`config.mk`:
```
export PLATFORM = sky130hd
export DESIGN_NAME = flit_injector
export DESIGN_NICKNAME = d
export VERILOG_FILES = /design/src/rtl/flit_injector.sv
export SDC_FILE = /design/constraint.sdc
export NUM_CORES = 1
export LEC_CHECK = 0
export ABC_AREA = 1
export BUFFER_PORTS_ARGS = -buffer_cell sky130_fd_sc_hd__buf_2
export CORE_MARGIN = 10
export CORE_UTILIZATION = 46
export CTS_CLUSTER_DIAMETER = 40
export DETAILED_ROUTE_END_ITERATION = 10
export GPL_TIMING_DRIVEN = 0
export HOLD_SLACK_MARGIN = 0.15
export PLACE_DENSITY = 0.85
export SLEW_MARGIN = 10
export SYNTH_ARGS = -nofsm -noshare
export SYNTH_HDL_FRONTEND = slang
export SYNTH_SLANG_ARGS = --single-unit
```
`constraint.sdc`:
```
create_clock -name clk -period 1.6 [get_ports clk]
set_input_delay 0.16 -clock clk [delete_from_list [all_inputs] [get_ports clk]]
set_output_delay 0.16 -clock clk [all_outputs]
set_load 0.02 [all_outputs]
```
`src/rtl/flit_injector.sv`:
```
// Packet-to-flit injector for one NoC input port.
// Emits header, body and tail flits under arbiter grant with retry accounting.
module flit_injector #(
    parameter int DATA_W     = 32,
    parameter int WAIT_LIMIT = 1023
) (
    input  logic              clk,
    input  logic              rst,
    input  logic              pkt_valid,
    output logic              pkt_ready,
    input  logic [11:0]       pkt_length,
    input  logic [3:0]        pkt_dest,
    input  logic [DATA_W-1:0] data_in,
    input  logic              data_valid,
    output logic              data_ready,
    input  logic              grant,
    output logic              req,
    output logic [2:0]        flit_id,
    output logic [11:0]       length,
    output logic [DATA_W-1:0] flit_data,
    output logic              flit_valid,
    output logic              busy,
    output logic              err_wait,
    output logic [7:0]        retry_cnt
);

    localparam int WW = (WAIT_LIMIT < 2) ? 1 : $clog2(WAIT_LIMIT + 1);
    localparam logic [WW-1:0] WLIM = WW'(WAIT_LIMIT);

    typedef enum logic [1:0] {IDLE, REQ, BODY, TAIL} state_t;

    state_t        state;
    state_t        next;
    logic [11:0]   len_q;
    logic [11:0]   body_q;
    logic [3:0]    dest_q;
    logic [WW-1:0] wait_cnt;
    logic          grant_q;
    logic          accept;
    logic          xfer;
    logic [11:0]   eff_len;

    assign accept  = pkt_valid && pkt_ready;
    assign xfer    = grant && flit_valid;
    assign eff_len = (pkt_length < 12'd2) ? 12'd2 : pkt_length;
    assign busy    = (state != IDLE);
    assign length  = len_q;

    always_ff @(posedge clk or negedge rst) begin
        if (!rst) begin
            state <= IDLE;
        end else begin
            state <= next;
        end
    end

    always_comb begin
        next = state;
        unique case (state)
            IDLE: if (accept) next = REQ;
            REQ: begin
                if (grant) next = (body_q != 12'd0) ? BODY : TAIL;
            end
            BODY: if (xfer && body_q == 12'd1) next = TAIL;
            TAIL: if (xfer) next = IDLE;
            default: next = IDLE;
        endcase
    end

    always_comb begin
        pkt_ready  = 1'b0;
        req        = 1'b0;
        flit_id    = 3'b000;
        flit_valid = 1'b0;
        flit_data  = '0;
        data_ready = 1'b0;
        unique case (state)
            // rst gating keeps pkt_ready low while reset is held
            IDLE: pkt_ready = rst;
            REQ: begin
                req        = 1'b1;
                flit_id    = 3'b001;
                flit_valid = 1'b1;
                flit_data  = DATA_W'({dest_q, len_q});
            end
            BODY: begin
                req        = 1'b1;
                flit_valid = data_valid;
                flit_id    = data_valid ? 3'b010 : 3'b000;
                flit_data  = data_in;
                data_ready = grant;
            end
            TAIL: begin
                req        = 1'b1;
                flit_valid = data_valid;
                flit_id    = data_valid ? 3'b100 : 3'b000;
                flit_data  = data_in;
                data_ready = grant;
            end
            default: ;
        endcase
    end

    always_ff @(posedge clk or negedge rst) begin
        if (!rst) begin
            len_q     <= '0;
            body_q    <= '0;
            dest_q    <= '0;
            wait_cnt  <= '0;
            grant_q   <= 1'b0;
            err_wait  <= 1'b0;
            retry_cnt <= '0;
        end else begin
            grant_q <= grant;
            if (accept) begin
                len_q  <= eff_len;
                dest_q <= pkt_dest;
                body_q <= eff_len - 12'd2;
            end else if (state == BODY && xfer) begin
                body_q <= body_q - 12'd1;
            end else if (state == TAIL && xfer) begin
                len_q <= '0;
            end
            if (state == REQ && !grant) begin
                if (wait_cnt != WLIM) wait_cnt <= wait_cnt + 1'b1;
                if (wait_cnt == WLIM - 1'b1) err_wait <= 1'b1;
            end else begin
                wait_cnt <= '0;
            end
            // a falling grant mid-packet is a lost slot
            if ((state == BODY || state == TAIL) && grant_q && !grant
                && retry_cnt != 8'hFF) begin
                retry_cnt <= retry_cnt + 8'd1;
            end
        end
    end

endmodule
```
Yosys cells after proc, flatten, opt, wreduce, memory -nomap -nowiden
Cells that the tools add are included.

Equality and inequality tests: 13. Mux-type cells: 22. Order comparisons: 1. Add/subtract/negate cells: 4. Reductions and logical operators: 21.

Operators by type and width (count): 12-bit two-way mux (6); 32-bit one-hot mux with 2 select lines (1); 10-bit two-way mux (2); 12-bit by 1-bit equality test with 1-bit output (second input constant) (1); 12-bit by 2-bit < comparator with 1-bit output (second input constant) (1); 12-bit nonzero test (1); 12-bit by 1-bit subtractor with 12-bit output (second input constant) (1); 12-bit by 2-bit subtractor with 12-bit output (second input constant) (1); 10-bit by 1-bit adder with 10-bit output (second input constant) (1); 10-bit equality test (second input constant) (1); 2-bit two-way mux (5); 10-bit inequality test (second input constant) (1); 2-bit inequality test (second input constant) (5); 1-bit logical AND (9); 3-bit one-hot mux with 3 select lines (1); 8-bit by 1-bit adder with 8-bit output (second input constant) (1); 8-bit inequality test (second input constant) (1); 2-bit one-hot mux with 4 select lines (1); 2-bit nonzero test (3); 2-bit equality test (second input constant) (2); 1-bit two-way mux (4); 2-bit AND reduction (2); 4-bit AND reduction (1); 3-bit two-way mux (1); 8 further kinds (8).

Output and inout port bits: 61. Input bits: 53. Flip-flop bits (word level): 50. Word-level logic and storage cells: 69.

Depth between registers and ports, before layout
Word-level depth: 8. Gate-level depth with buffers: 16. Gate-level depth less buffers: 16.

Least setup slack after synthesis
No wires, ideal clock.

Path type: reg2out. Start point: register state[1]. End point: output port flit_data[10]. Slack: -0.264 ns. Arrival: 1.704 ns. Buffers on the path: 2. Required time: 1.440 ns. Cell stages (with the launch flop): 7. Cells stage by stage: dfrtp_1 > inv_2 > ha_1 > buf_4 > clkbuf_1 > nand2_1 > a21oi_1.

Longest elaborated chain between the ends: 3. Elaborated cells on any way between the ends: 5. Those cells by class: eq/ne: 3; mux: 1; reduce/logical: 1.

Ends and longest elaborated chain: start: declaration (RTL line 32) `state_t state;`; start signal: assignment (RTL line 53) `state <= next;`; 2-bit equality test (RTL line 77) `unique case (state)`; 2-bit OR reduction (no source line); 32-bit one-hot mux with 2 select lines * (RTL line 77); end: declaration (RTL line 20) `output logic [DATA_W-1:0] flit_data,`.

Mark *: on every way between the ends. The rest lies on a longest branch, timed or not.

Final worst setup path
Start point: register state[0]. End point: register state[0].

Longest elaborated chain between the ends: 7. Elaborated cells on any way between the ends: 16. Those cells by class: eq/ne: 7; mux: 3; reduce/logical: 6.

Ends and longest elaborated chain: 2-bit equality test (RTL line 59, 77); 2-bit OR reduction (no source line); 1-bit one-hot mux with 2 select lines (RTL line 77); 1-bit logical AND (RTL line 44) `assign xfer = grant && flit_valid;`; 1-bit logical AND (RTL line 64) `BODY: if (xfer && body_q == 12'd1) next = TAIL;`; 2-bit inequality test (no source line); 4-bit AND reduction (no source line).

Parallel ways exist; a longest one is shown, timed or not. A chain may end at the register's enable or synchronous reset.

==> impl_results.md <==
- Status: finished, violations left
- Failing checks: design-rule violations, negative hold slack, negative setup slack
- Sink Count: 50
- Crit path max fanout: 5
- Worst min path class: in -> async
- Fill count: roughly 330
- Min cycle time layout: roughly 2000 ps
- Vias per cell: approximately 6
- FMAX: 489.6 MHz
- Core Util, Final: 82.48%
- Wire length on met2: ~8500 um
- CTS tree: done
- Hold-fix buffers at CTS: 7
- Worst path max stage delay: slightly below 500 ps
- Die Height: around 110 um
- Post-DP HPWL: between 8000 and 9000 um
- CTS clock-pin slew for the worst setup and hold paths: roughly 110 ps
- Power Density: ~1900 nW/um^2
- Overflow after GRT: 0
- RSZ-0062 raised after global routing: true
- Synth Register Bits: 50
- Die W: about 110 um
- First-pass GRT wire length: 21720 um
- Synth unique cells: 39
- Logic pwr share: between 70% and 80%
- N_diodes: 0
- Worst setup EP type: flop
- First-pass iteration count of the detailed router: 9
- Hold Slack: -125.0 ps
- Via count: ~4.8k
- Arr. time, crit path: roughly 2300 ps
- Worst Setup Path Type: reg -> reg
- Die footprint: 11240 um^2
- Post-route worst setup slack: -442.6 ps
- Fin. Hold Viols: 50
- Cell row count: 31
- Synth Instances: 500
- Number of synthesized flops with an enable pin: 0
- Clk Latency, worst-skew pair: around 320 ps
- Port bufs: approximately 110
- Clock Power Share: under 10%
- R2R cell count: 12
- LEAKAGE: 0.003012 uW
- Core area: approximately 7200 um^2
- Worst-path cell chain: buf_12 > ha_4 > buf_6 > inv_6 > nor2_8 > inv_1 > o21ai_0 > a21oi_1 > nand2_1 > inv_1 > nand2_1 > nand2_1
- Crit. Startpoint: state[0]
- Multi-input logic area: between 2000 and 3000 um^2
- Fin crit share: 127.7%
- Setup WS pre-CTS: -723.3 ps
- Worst VDD drop: 1.217 mV
- Area Growth Syn to Fin: 74.85%
- Worst path most repeated cell: nand2_1
- Routed wire length: 18320 um
- ANT nets after route: 0
- Initial antenna violation count: 0
- Avg Cell Area, Syn: ~7 um^2
- H-tree levels: 2
- CTS root buffer: clkbuf_8
- Highest metal used: met4
- Wirelength per Cell: around 24 um
- Crit path max-delay cell type: dfrtp_2
- Post-synth ARST share: between 90% and 100%
- Max Slew Vio Count: 0
- Gr usage total: around a quarter
- Largest net degree at the start of global routing: 52
- R2R Path Start: state[0]
- Top delay family on crit path: buffers and inverters
- Sequential share of power: between 20% and 30%
- Reg2Reg Setup Slack: -440 ps
- Critical Path Start Type: flop
- IO Pins: 114
- Layout cells sized above 1: roughly half
- CP bufs+invs: 5
- Cts bufs inserted: 5
- Max-cap viol count: 0
- Crit path capture: state[0]
- Ys flop type: dfrtp_1
- Worst Path Required: 1840 ps
- Syn_nets: about 560
- Starting density of the core: around 47%
- WL met3: ~2100 um
- Post-synthesis sequential area ratio: a little under two fifths
- Max_slew headroom: between 50% and 60%
- Switching pwr: 5688 uW
- Clk_skew: 16.07 ps
- Synthesized area: 3403 um^2
- Post-layout net count: 740
- Synth warnings: 0
- Met1 wire length: between 5000 and 6000 um
- Final GP Congestion: 0.8962
- Switch share: about half
- Internal: around 5400 uW
- Critical Path Stages: 12
- DRC Markers: 2
- RR Endpoint: state[0]
- Register cell area after layout: 1254 um^2
- Drt initial violations: 513
- Measured slew at the worst slew-check pin: about 730 ps
- Clk buf depth: 2
- Setup Viol. Count Final: 87
- Vias in the first global route: between 4k and 5k
-- area by class of cell --
type	count	area share [%]
multi-input cells	354	42.22
clock inverters	2	0.2313
flip-flops and latches	50	21.07
well taps	99	2.082
repair inverters	1	0.1472
plain buffers	8	2.250
repair buffers	172	24.92
inverters	84	5.929
clock buffers	5	1.156
-- per-stage QoR --
stage	instances	setup TNS (ps)	cell area, um^2	power [uW]
finish	775	-26230	5951	11110
global route	775	-27780	5951	11480
CTS	756	-11950	5276	9160
detailed placement	712	-27280	4257	6563
global placement	712	-24530	4257	6406
floorplan	500	-21.87	3567	5183
-- flip-flops by register name, summed over array words and instances, names as in the netlist --
register,cells
body_q,12
length,12
wait_cnt,10
retry_cnt,8
dest_q,4
state,2
err_wait,1
grant_q,1
-- cell usage in the layout, fill, tap and decap left out, drive strengths merged --
cell and instances:
buf 169, nand2 161, inv 83, nor2 65, dfrtp 50, nand3 28
o21ai 23, a21oi 23, ha 11, clkbuf 9, xor2 8, o22ai 8
dlygate4sd3 7, nor3 6, nand4 5, clkinv 4, o21bai 2, nand3b 2
o211ai 2, o31ai 2, a31oi 2, nor3b 1, xnor2 1, a22oi 1
a211oi 1, and3 1, nand2b 1
-- power by group through the flow --
stage,sequential [uW],clock (uW),combinational [uW]
5_1_grt,2230,824,8430
3_3_place_gp,2080,0,4330
6_report,2220,784,8110
2_1_floorplan,2240,0,2940
3_5_place_dp,2100,0,4470
4_1_cts,2080,750,6340
-- cell families after synthesis --
group | count (synthesis) | synth area share, %
buf+inv | 96 | 11.43
fa+ha+maj | 11 | 4.044
xor+xnor | 9 | 2.316
flops | 50 | 36.76
simple gates | 270 | 34.74
compound gates | 64 | 10.70
-- layer usage --
layer	vias up	global-route usage (%)
met5	-	0
met1	2165	24.89
met4	0	11.32
li1	1914	-
met2	517	42.14
met3	170	5.616
-- cell usage after synthesis (2+ instances only) --
master / instances / share of area [%]
nand2_2: 2 / 0.37
nor2_1: 59 / 6.5
nor2_4: 3 / 0.99
a21oi_1: 22 / 3.2
inv_1: 76 / 8.4
nand4_1: 4 / 0.74
o21ai_0: 21 / 3.1
nor3_1: 4 / 0.59
o21ai_1: 2 / 0.29
dfrtp_1: 50 / 37
nand3_1: 28 / 4.1
buf_4: 5 / 1.1
o21bai_1: 2 / 0.44
clkbuf_1: 5 / 0.55
nand2_1: 157 / 17
buf_2: 2 / 0.29
o31ai_1: 2 / 0.44
a31oi_1: 2 / 0.37
xor2_1: 8 / 2.1
o211ai_1: 2 / 0.44
nor2_2: 2 / 0.37
nand3b_1: 2 / 0.44
inv_2: 6 / 0.66
nor3_2: 2 / 0.59
o22ai_1: 8 / 1.5
ha_1: 11 / 4.0
-- timing repair --
item | CTS | global route
gates resized for setup | 157 | 156
setup endpoints to repair | 82 | 88
hold endpoints to repair | 56 | 50
setup buffers | 28 | 22
pin swaps | 15 | 15
cloned | 4 | 3
-- worst min-delay path by stage --
stage	from	to	cells past startpoint
floorplan	rst	body_q[0]	0
global placement	pkt_dest[0]	dest_q[0]	3
detailed placement	pkt_dest[0]	dest_q[0]	3
CTS	rst	err_wait	1
global route	rst	wait_cnt[2]	1
finish	rst	wait_cnt[2]	1
Note: power is estimated with default switching activity, not from simulation.
